[src/rtl/uart_tx_arb.sv]
// rtl/uart_tx_arb.sv - round-robin arbiter sharing one UART transmitter among NREQ byte requesters
module uart_tx_arb #(
    parameter int          NREQ      = 4,
    parameter int          FRAME_GAP = 2,
    parameter logic [15:0] TIMEOUT   = 16'd4096
) (
    input  logic                fpga_clk,
    input  logic                rst,
    input  logic [NREQ-1:0]     req,
    input  logic [8*NREQ-1:0]   req_data,
    output logic [NREQ-1:0]     gnt,
    output logic                tx_start,
    output logic [7:0]          tx_data,
    input  logic                tx_busy,
    input  logic                tx_done,
    output logic [2:0]          src_id,
    output logic                arb_busy,
    output logic                err_timeout
);

    typedef enum logic [1:0] {IDLE, WAIT_DONE, GAP} state_t;

    localparam logic [15:0] TO_LAST  = TIMEOUT - 16'd1;
    localparam logic [7:0]  GAP_LAST = (FRAME_GAP == 0) ? 8'd0 : 8'(FRAME_GAP - 1);

    state_t          state, state_n;
    logic [15:0]     wait_cnt, wait_cnt_n;
    logic [7:0]      gap_cnt, gap_cnt_n;
    logic [2:0]      ptr, ptr_n;
    logic [NREQ-1:0] gnt_n;
    logic            tx_start_n, err_n;
    logic [7:0]      tx_data_n;
    logic [2:0]      src_id_n;

    logic            found;
    logic [2:0]      win;
    logic [3:0]      idx, inc;

    always_ff @(posedge fpga_clk) begin
        if (rst) begin
            state       <= IDLE;
            wait_cnt    <= '0;
            gap_cnt     <= '0;
            ptr         <= '0;
            gnt         <= '0;
            tx_start    <= 1'b0;
            err_timeout <= 1'b0;
            tx_data     <= 8'h00;
            src_id      <= 3'd0;
        end else begin
            state       <= state_n;
            wait_cnt    <= wait_cnt_n;
            gap_cnt     <= gap_cnt_n;
            ptr         <= ptr_n;
            gnt         <= gnt_n;
            tx_start    <= tx_start_n;
            err_timeout <= err_n;
            tx_data     <= tx_data_n;
            src_id      <= src_id_n;
        end
    end

    // state is itself a flop, so this output is still register-driven
    assign arb_busy = (state != IDLE);

    always_comb begin
        state_n    = state;
        wait_cnt_n = wait_cnt;
        gap_cnt_n  = gap_cnt;
        ptr_n      = ptr;
        gnt_n      = '0;
        tx_start_n = 1'b0;
        err_n      = 1'b0;
        tx_data_n  = tx_data;
        src_id_n   = src_id;
        found      = 1'b0;
        win        = '0;
        idx        = '0;

        // Round-robin search: first pending requester at or after the pointer, wrapping
        for (int k = 0; k < NREQ; k++) begin
            idx = {1'b0, ptr} + 4'(k);
            if (idx >= 4'(NREQ)) idx = idx - 4'(NREQ);
            for (int j = 0; j < NREQ; j++) begin
                if (!found && req[j] && idx == 4'(j)) begin
                    found = 1'b1;
                    win   = 3'(j);
                end
            end
        end
        inc = {1'b0, win} + 4'd1;

        case (state)
            IDLE: begin
                if (found && !tx_busy) begin
                    state_n    = WAIT_DONE;
                    wait_cnt_n = '0;
                    tx_start_n = 1'b1;
                    src_id_n   = win;
                    ptr_n      = (inc == 4'(NREQ)) ? 3'd0 : inc[2:0];
                    for (int j = 0; j < NREQ; j++) begin
                        gnt_n[j] = (win == 3'(j));
                        if (win == 3'(j)) tx_data_n = req_data[8*j +: 8];
                    end
                end
            end
            WAIT_DONE: begin
                // A done arriving on the timeout cycle wins: no error is flagged
                if (tx_done || wait_cnt == TO_LAST) begin
                    err_n     = !tx_done;
                    state_n   = (FRAME_GAP == 0) ? IDLE : GAP;
                    gap_cnt_n = '0;
                end else begin
                    wait_cnt_n = wait_cnt + 16'd1;
                end
            end
            GAP: begin
                if (gap_cnt == GAP_LAST) state_n = IDLE;
                else gap_cnt_n = gap_cnt + 8'd1;
            end
            default: state_n = IDLE;
        endcase
    end

endmodule

[config.mk]
export PLATFORM = sky130hd
export DESIGN_NAME = uart_tx_arb
export DESIGN_NICKNAME = d
export VERILOG_FILES = /design/src/rtl/uart_tx_arb.sv
export SDC_FILE = /design/constraint.sdc
export NUM_CORES = 1
export LEC_CHECK = 0
export BUFFER_PORTS_ARGS = -buffer_cell sky130_fd_sc_hd__clkbuf_2
export CORE_UTILIZATION = 45
export CTS_BUF_LIST = sky130_fd_sc_hd__clkbuf_16
export CTS_CLUSTER_DIAMETER = 100
export DETAILED_ROUTE_END_ITERATION = 8
export HOLD_SLACK_MARGIN = 0.08
export PLACE_DENSITY_LB_ADDON = 0.1
export SLEW_MARGIN = 15
export SYNTH_ARGS = -nofsm -noshare
export SYNTH_HDL_FRONTEND = slang
export SYNTH_SLANG_ARGS = --single-unit
[constraint.sdc]
create_clock -name fpga_clk -period 4.8 [get_ports fpga_clk]
set_input_delay 0.48 -clock fpga_clk [delete_from_list [all_inputs] [get_ports fpga_clk]]
set_output_delay 0.48 -clock fpga_clk [all_outputs]
set_load 0.05 [all_outputs]
# Word level (Yosys, flattened, before mapping)
# Index checks and enable logic that the tools add are counted.
[op_classes] eq_ne=25 n_mux=51 n_bitwise=4 order_cmp=4 addsub=10 n_reduce_logical=68
[op_table] operator="$mux W8" n=6
[op_table] operator="$mux W3" n=15
[op_table] operator="$eq A4 B2 Y1 const B" n=8
[op_table] operator="$logic_and A1 B1 Y1" n=32
[op_table] operator="$mux W16" n=2
[op_table] operator="$pmux W16 S2" n=1
[op_table] operator="$mux W1" n=18
[op_table] operator="$logic_not A1 Y1" n=17
[op_table] operator="$add A16 B1 Y16 const B" n=1
[op_table] operator="$eq A16 B12 Y1 const B" n=1
[op_table] operator="$eq A4 B1 Y1 const B" n=4
[op_table] operator="$logic_not A4 Y1" n=4
[op_table] operator="$mux W4" n=4
[op_table] operator="$pmux W8 S2" n=1
[op_table] operator="$ge A4 B3 Y1 const B" n=3
[op_table] operator="$reduce_and A3 Y1" n=4
[op_table] operator="$sub A4 B3 Y4 const B" n=3
[op_table] operator="$ne A2 B2 Y1 const B" n=5
[op_table] operator="$add A3 B1 Y4 const B" n=2
[op_table] operator="$add A3 B2 Y4 const B" n=2
[op_table] operator="$add A8 B1 Y8 const B" n=1
[op_table] operator="$eq A8 B1 Y1 const B" n=1
[op_table] operator="$eq A3 B2 Y1 const B" n=2
[op_table] operator="$mux W2" n=3
[op_table] operator="16 further kinds" n=22
[word_totals] ff_bits=46 in_bits=40 wordCells=171

# Longest topological paths before layout
[logic_depth] word_depth=70 depth_mapped=19

# Worst setup path after synthesis
# Ideal clock, no wire load.
[synth_timing] path_kind="register to register" from="register ptr[0]" to="register tx_data[2]" slack_ps=1428 arrival_time_ps=3256 required_ps=4684 setup_time_ps=116 synth_period_minus_slack_ps=3372 n_path_buf=3 stages_incl_launch_ff=19 cell_sequence="dfxtp_1 clkbuf_1 buf_2 nand2_1 xnor2_1 inv_1 ha_1 and2b_1 nor4b_1 o311a_1 nor2_1 a21oi_1 ha_1 clkbuf_1 mux2i_1 nor2_1 a21oi_1 o211ai_1 o211a_1"
[synth_between] elab_chain_len=69 elab_cells_between_ends=118
[synth_rtl] element="start: declaration" line="29" rtl="logic [2:0] ptr, ptr_n;"
[synth_rtl] element="start signal: assignment" line="54" rtl="ptr <= ptr_n;"
[synth_rtl] element="$sub A3 B3 Y4 / $ge A3 B3 Y1 (equally long branches)" line="83" rtl="if (idx >= 4'(NREQ)) idx = idx - 4'(NREQ);"
[synth_rtl] element="$mux W4" line="83"
[synth_rtl] element="$logic_not A4 Y1" line="85" rtl="if (!found && req[j] && idx == 4'(j)) begin"
[synth_rtl] element="$logic_and A1 B1 Y1" line="85"
[synth_rtl] element="$mux W1" line="85"
[synth_rtl] element="$logic_not A1 Y1" line="85"
[synth_rtl] element="$logic_and A1 B1 Y1 (2 in series)" line="85"
[synth_rtl] element="$mux W1" line="85"
[synth_rtl] element="[... 48 more ...]"
[synth_rtl] element="$logic_not A1 Y1" line="85"
[synth_rtl] element="$logic_and A1 B1 Y1 (2 in series)" line="85"
[synth_rtl] element="$mux W1" line="85"
[synth_rtl] element="$logic_not A1 Y1" line="85"
[synth_rtl] element="$logic_and A1 B1 Y1 (2 in series)" line="85"
[synth_rtl] element="$mux W3" line="85"
[synth_rtl] element="$eq A3 B1 Y1" line="103" rtl="if (win == 3'(j)) tx_data_n = req_data[8*j +: 8];"
[synth_rtl] element="$mux W8 (3 in series)" line="103"
[synth_rtl] element="end signal: assignment" line="58" rtl="tx_data <= tx_data_n;"
[synth_rtl] element="end: declaration" line="13" rtl="output logic [7:0] tx_data,"
# Parallel ways exist; a longest one is shown, timed or not.
# A chain may end at the register's enable or synchronous reset.

# Worst setup path in the final report
[layout_timing] from="register ptr[1]" to="register tx_data[2]"
# Same word-level chain as after synthesis.

==> results.md <==
- Status: finished clean
- Max VDD drop: around 0.19 mV
- Via density: 5.21
- Post-synthesis cell count: 308
- Top_reg_cell synth: dfxtp_1
- Effective utilization at floorplan: 0.467
- Final Hold Fails: 0
- Cell variety after synth: 51
- IO buf count: 56
- Diode count: 0
- All-Layer GR Usage: 0.196
- Synth area leaders: dfxtp_1 35%, nor2_1 6.3%, ha_1 4.9%
- Share of layout cells above drive strength 1: 0.199
- FMAX: 0.273 GHz
- Required @ worst endpoint: 4.98 ns
- Post-synth ARST share: 0
- Global placement routability congestion: 0.778
- Final period utilization: 0.763
- Final nets: 405
- GR Overflow Total: 0
- Leak Pwr: roughly 1.3 nW
- I/O Pins: 58
- Final setup vio count: 0
- Initial antenna violation count: 0
- Power Density: 366 mW/mm^2
- Clk buf depth: 2
- Die area: 0.00598 mm^2
- DP HPWL: slightly below 4000 um
- Pre-Repair DR Iteration Count: 4
- WP data arrival: around 3.9 ns
- Detail Route Antenna Nets: 0
- Chip height: about 77 um
- Die W: 77.4 um
- Slew @ Worst Pin: 0.694 ns
- Yosys warnings: 0
- RSZ-0062 raised after global routing: false
- WL final: 5350 um
- Critical Path Fanout Max: 11
- Synthesized net count: roughly 360
- Max_cap viols: 0
- Hold Crit Class: reg -> reg
- Period minus WS final: approximately 3.7 ns
- Global-route wire length before repair: slightly below 10000 um
- Drt wl/cell: 12.5 um
- Fin Setup TNS: 0 ns
- Sequential area share after synthesis: 0.353
- CTS tree: built
- Worst relative slew slack: 0.536
- Row cnt: 27
- Top-count cell post-synth: dfxtp_1
- Post-synth top cells: 45 x dfxtp_1, 43 x nor2_1, 25 x nand2_1
- Post-CTS resize count: 0
- Number of global-route vias before repair: 2177
- Avg Cell Area, Syn: around 8.3 um^2
- Root Buffer: clkbuf_16
- # DRC: 0
- Syn Std Cell Area: 0.00255 mm^2
- Post-synth top area cell: dfxtp_1
- #FFs+latches synth: 45
- DRT iter0 DRCs: 85
- Latest clock arrival within the worst-skew pair: 0.29 ns
- Largest net degree at the start of global routing: 19
- CTS Sinks: 45
- Max Slew Vio Count: 0
- Minimum hold slack: 0.490 ns
- Worst Setup Path Type: reg -> reg
- Share of the synthesized area in the top cell type: 0.353
- Core footprint: 0.00547 mm^2
- Vias: approximately 2200
- Crit end category: flip-flop
- Htree depth: 2
- Filler cell count: about 550
- Total CTS buffers: 5
- Postcts setup bufs: 0
- Synth-to-Final Area Change: 16.6%
- Layout Skew: 0.00844 ns
- Post-synth EDFFs: 0
- Clock slew at reported path FFs: 0.07 ns
- CP startpoint kind: flip-flop
- Hold Buf Count CTS: 0
critical path: stages, from the launching register on:
cell and delay [ns]:
dfxtp_1 0.50, buf_4 0.23, nand2_1 0.08, xnor2_1 0.22
inv_1 0.07, ha_1 0.24, and2b_1 0.17, nor4b_1 0.24
o311a_1 0.24, nor2_1 0.09, a21oi_1 0.25, ha_1 0.52
mux2i_1 0.26, nor2_1 0.06, a21oi_1 0.13, o211ai_1 0.09
o211a_1 0.17
power by group:
group	internal [mW]	total, mW	switching, mW
clock network	0.194	0.343	0.149
registers	0.397	0.419	0.0215
logic	0.118	0.330	0.211
through the flow:
step,setup slack [ns],util,cell area (um^2),power [mW],cells
6_report,1.14,0.544,2980,1.09,428
5_1_grt,0.731,0.544,2980,1.15,428
4_1_cts,1.09,0.544,2980,1.11,428
3_5_place_dp,1.11,0.518,2830,0.757,420
3_3_place_gp,1.27,0.518,2830,0.756,420
2_1_floorplan,1.43,-,2550,0.691,308
flip-flops by register name, indices dropped and copies added (netlist names), 2 cells and up:
| signal | flops |
|---|---|
| gap_cnt | 8 |
| ptr | 3 |
| state | 2 |
| src_id | 2 |
| gnt | 4 |
| wait_cnt | 16 |
| tx_data | 8 |
layer usage:
metal  routed length, um  GRT usage  vias to the layer above
met3                 246     0.0482                        8
met5                   0          0                        -
met4                 102     0.0736                        0
met1                2660      0.263                     1001
li1                    -          -                     1177
met2                2340      0.303                       45
area by class of cell:
cell class,count,area (um^2),area share
tap,72,90.1,0.0302
multi-input combinational,237,1520,0.509
sequential,45,901,0.302
clock inverter,3,21.3,0.00714
inverter,8,30.0,0.0101
clock buffer,5,125,0.0420
timing repair buffer,58,295,0.0991
cells in the final DEF (no fill, tap or decap), types with 2 or more instances in the layout:
cell	instances
xnor2_1	6
nand2_1	25
o211ai_1	10
nand3_1	19
a21oi_1	21
and2_1	3
nand2b_1	5
and3_1	6
a32oi_1	2
inv_1	8
o21a_1	2
nand4_1	5
clkbuf_2	56
nor3_1	6
mux2i_1	12
a31o_2	2
ha_1	10
nor2_1	43
o21ai_0	4
xor2_1	12
nand3b_1	3
o211a_1	8
nor4b_1	4
nor2b_1	4
nor3b_1	4
dfxtp_1	45
buf_4	2
clkbuf_16	5
logic make-up (layout without fill, tap and decap cells):
group / count (synthesis) / after routing / share of synthesized area
buf+inv: 26 / 74 / 0.0539
xor+xnor: 18 / 18 / 0.0617
compound gates: 61 / 61 / 0.167
other cells: 1 / 1 / 0.00147
flops: 45 / 45 / 0.353
simple gates: 134 / 134 / 0.262
mux: 13 / 13 / 0.0514
fa+ha+maj: 10 / 10 / 0.0490
final timing paths:
check	startpoint	endpoint	slack (ns)	cells after the start
worst max-delay path	ptr[1]	tx_data[2]	1.14	16
worst min register to register	wait_cnt[1]	wait_cnt[1]	0.49	2
worst max register to register	ptr[1]	tx_data[2]	1.14	16
worst min-delay path	wait_cnt[1]	wait_cnt[1]	0.49	2
Note: power is estimated with default switching activity, not from simulation.
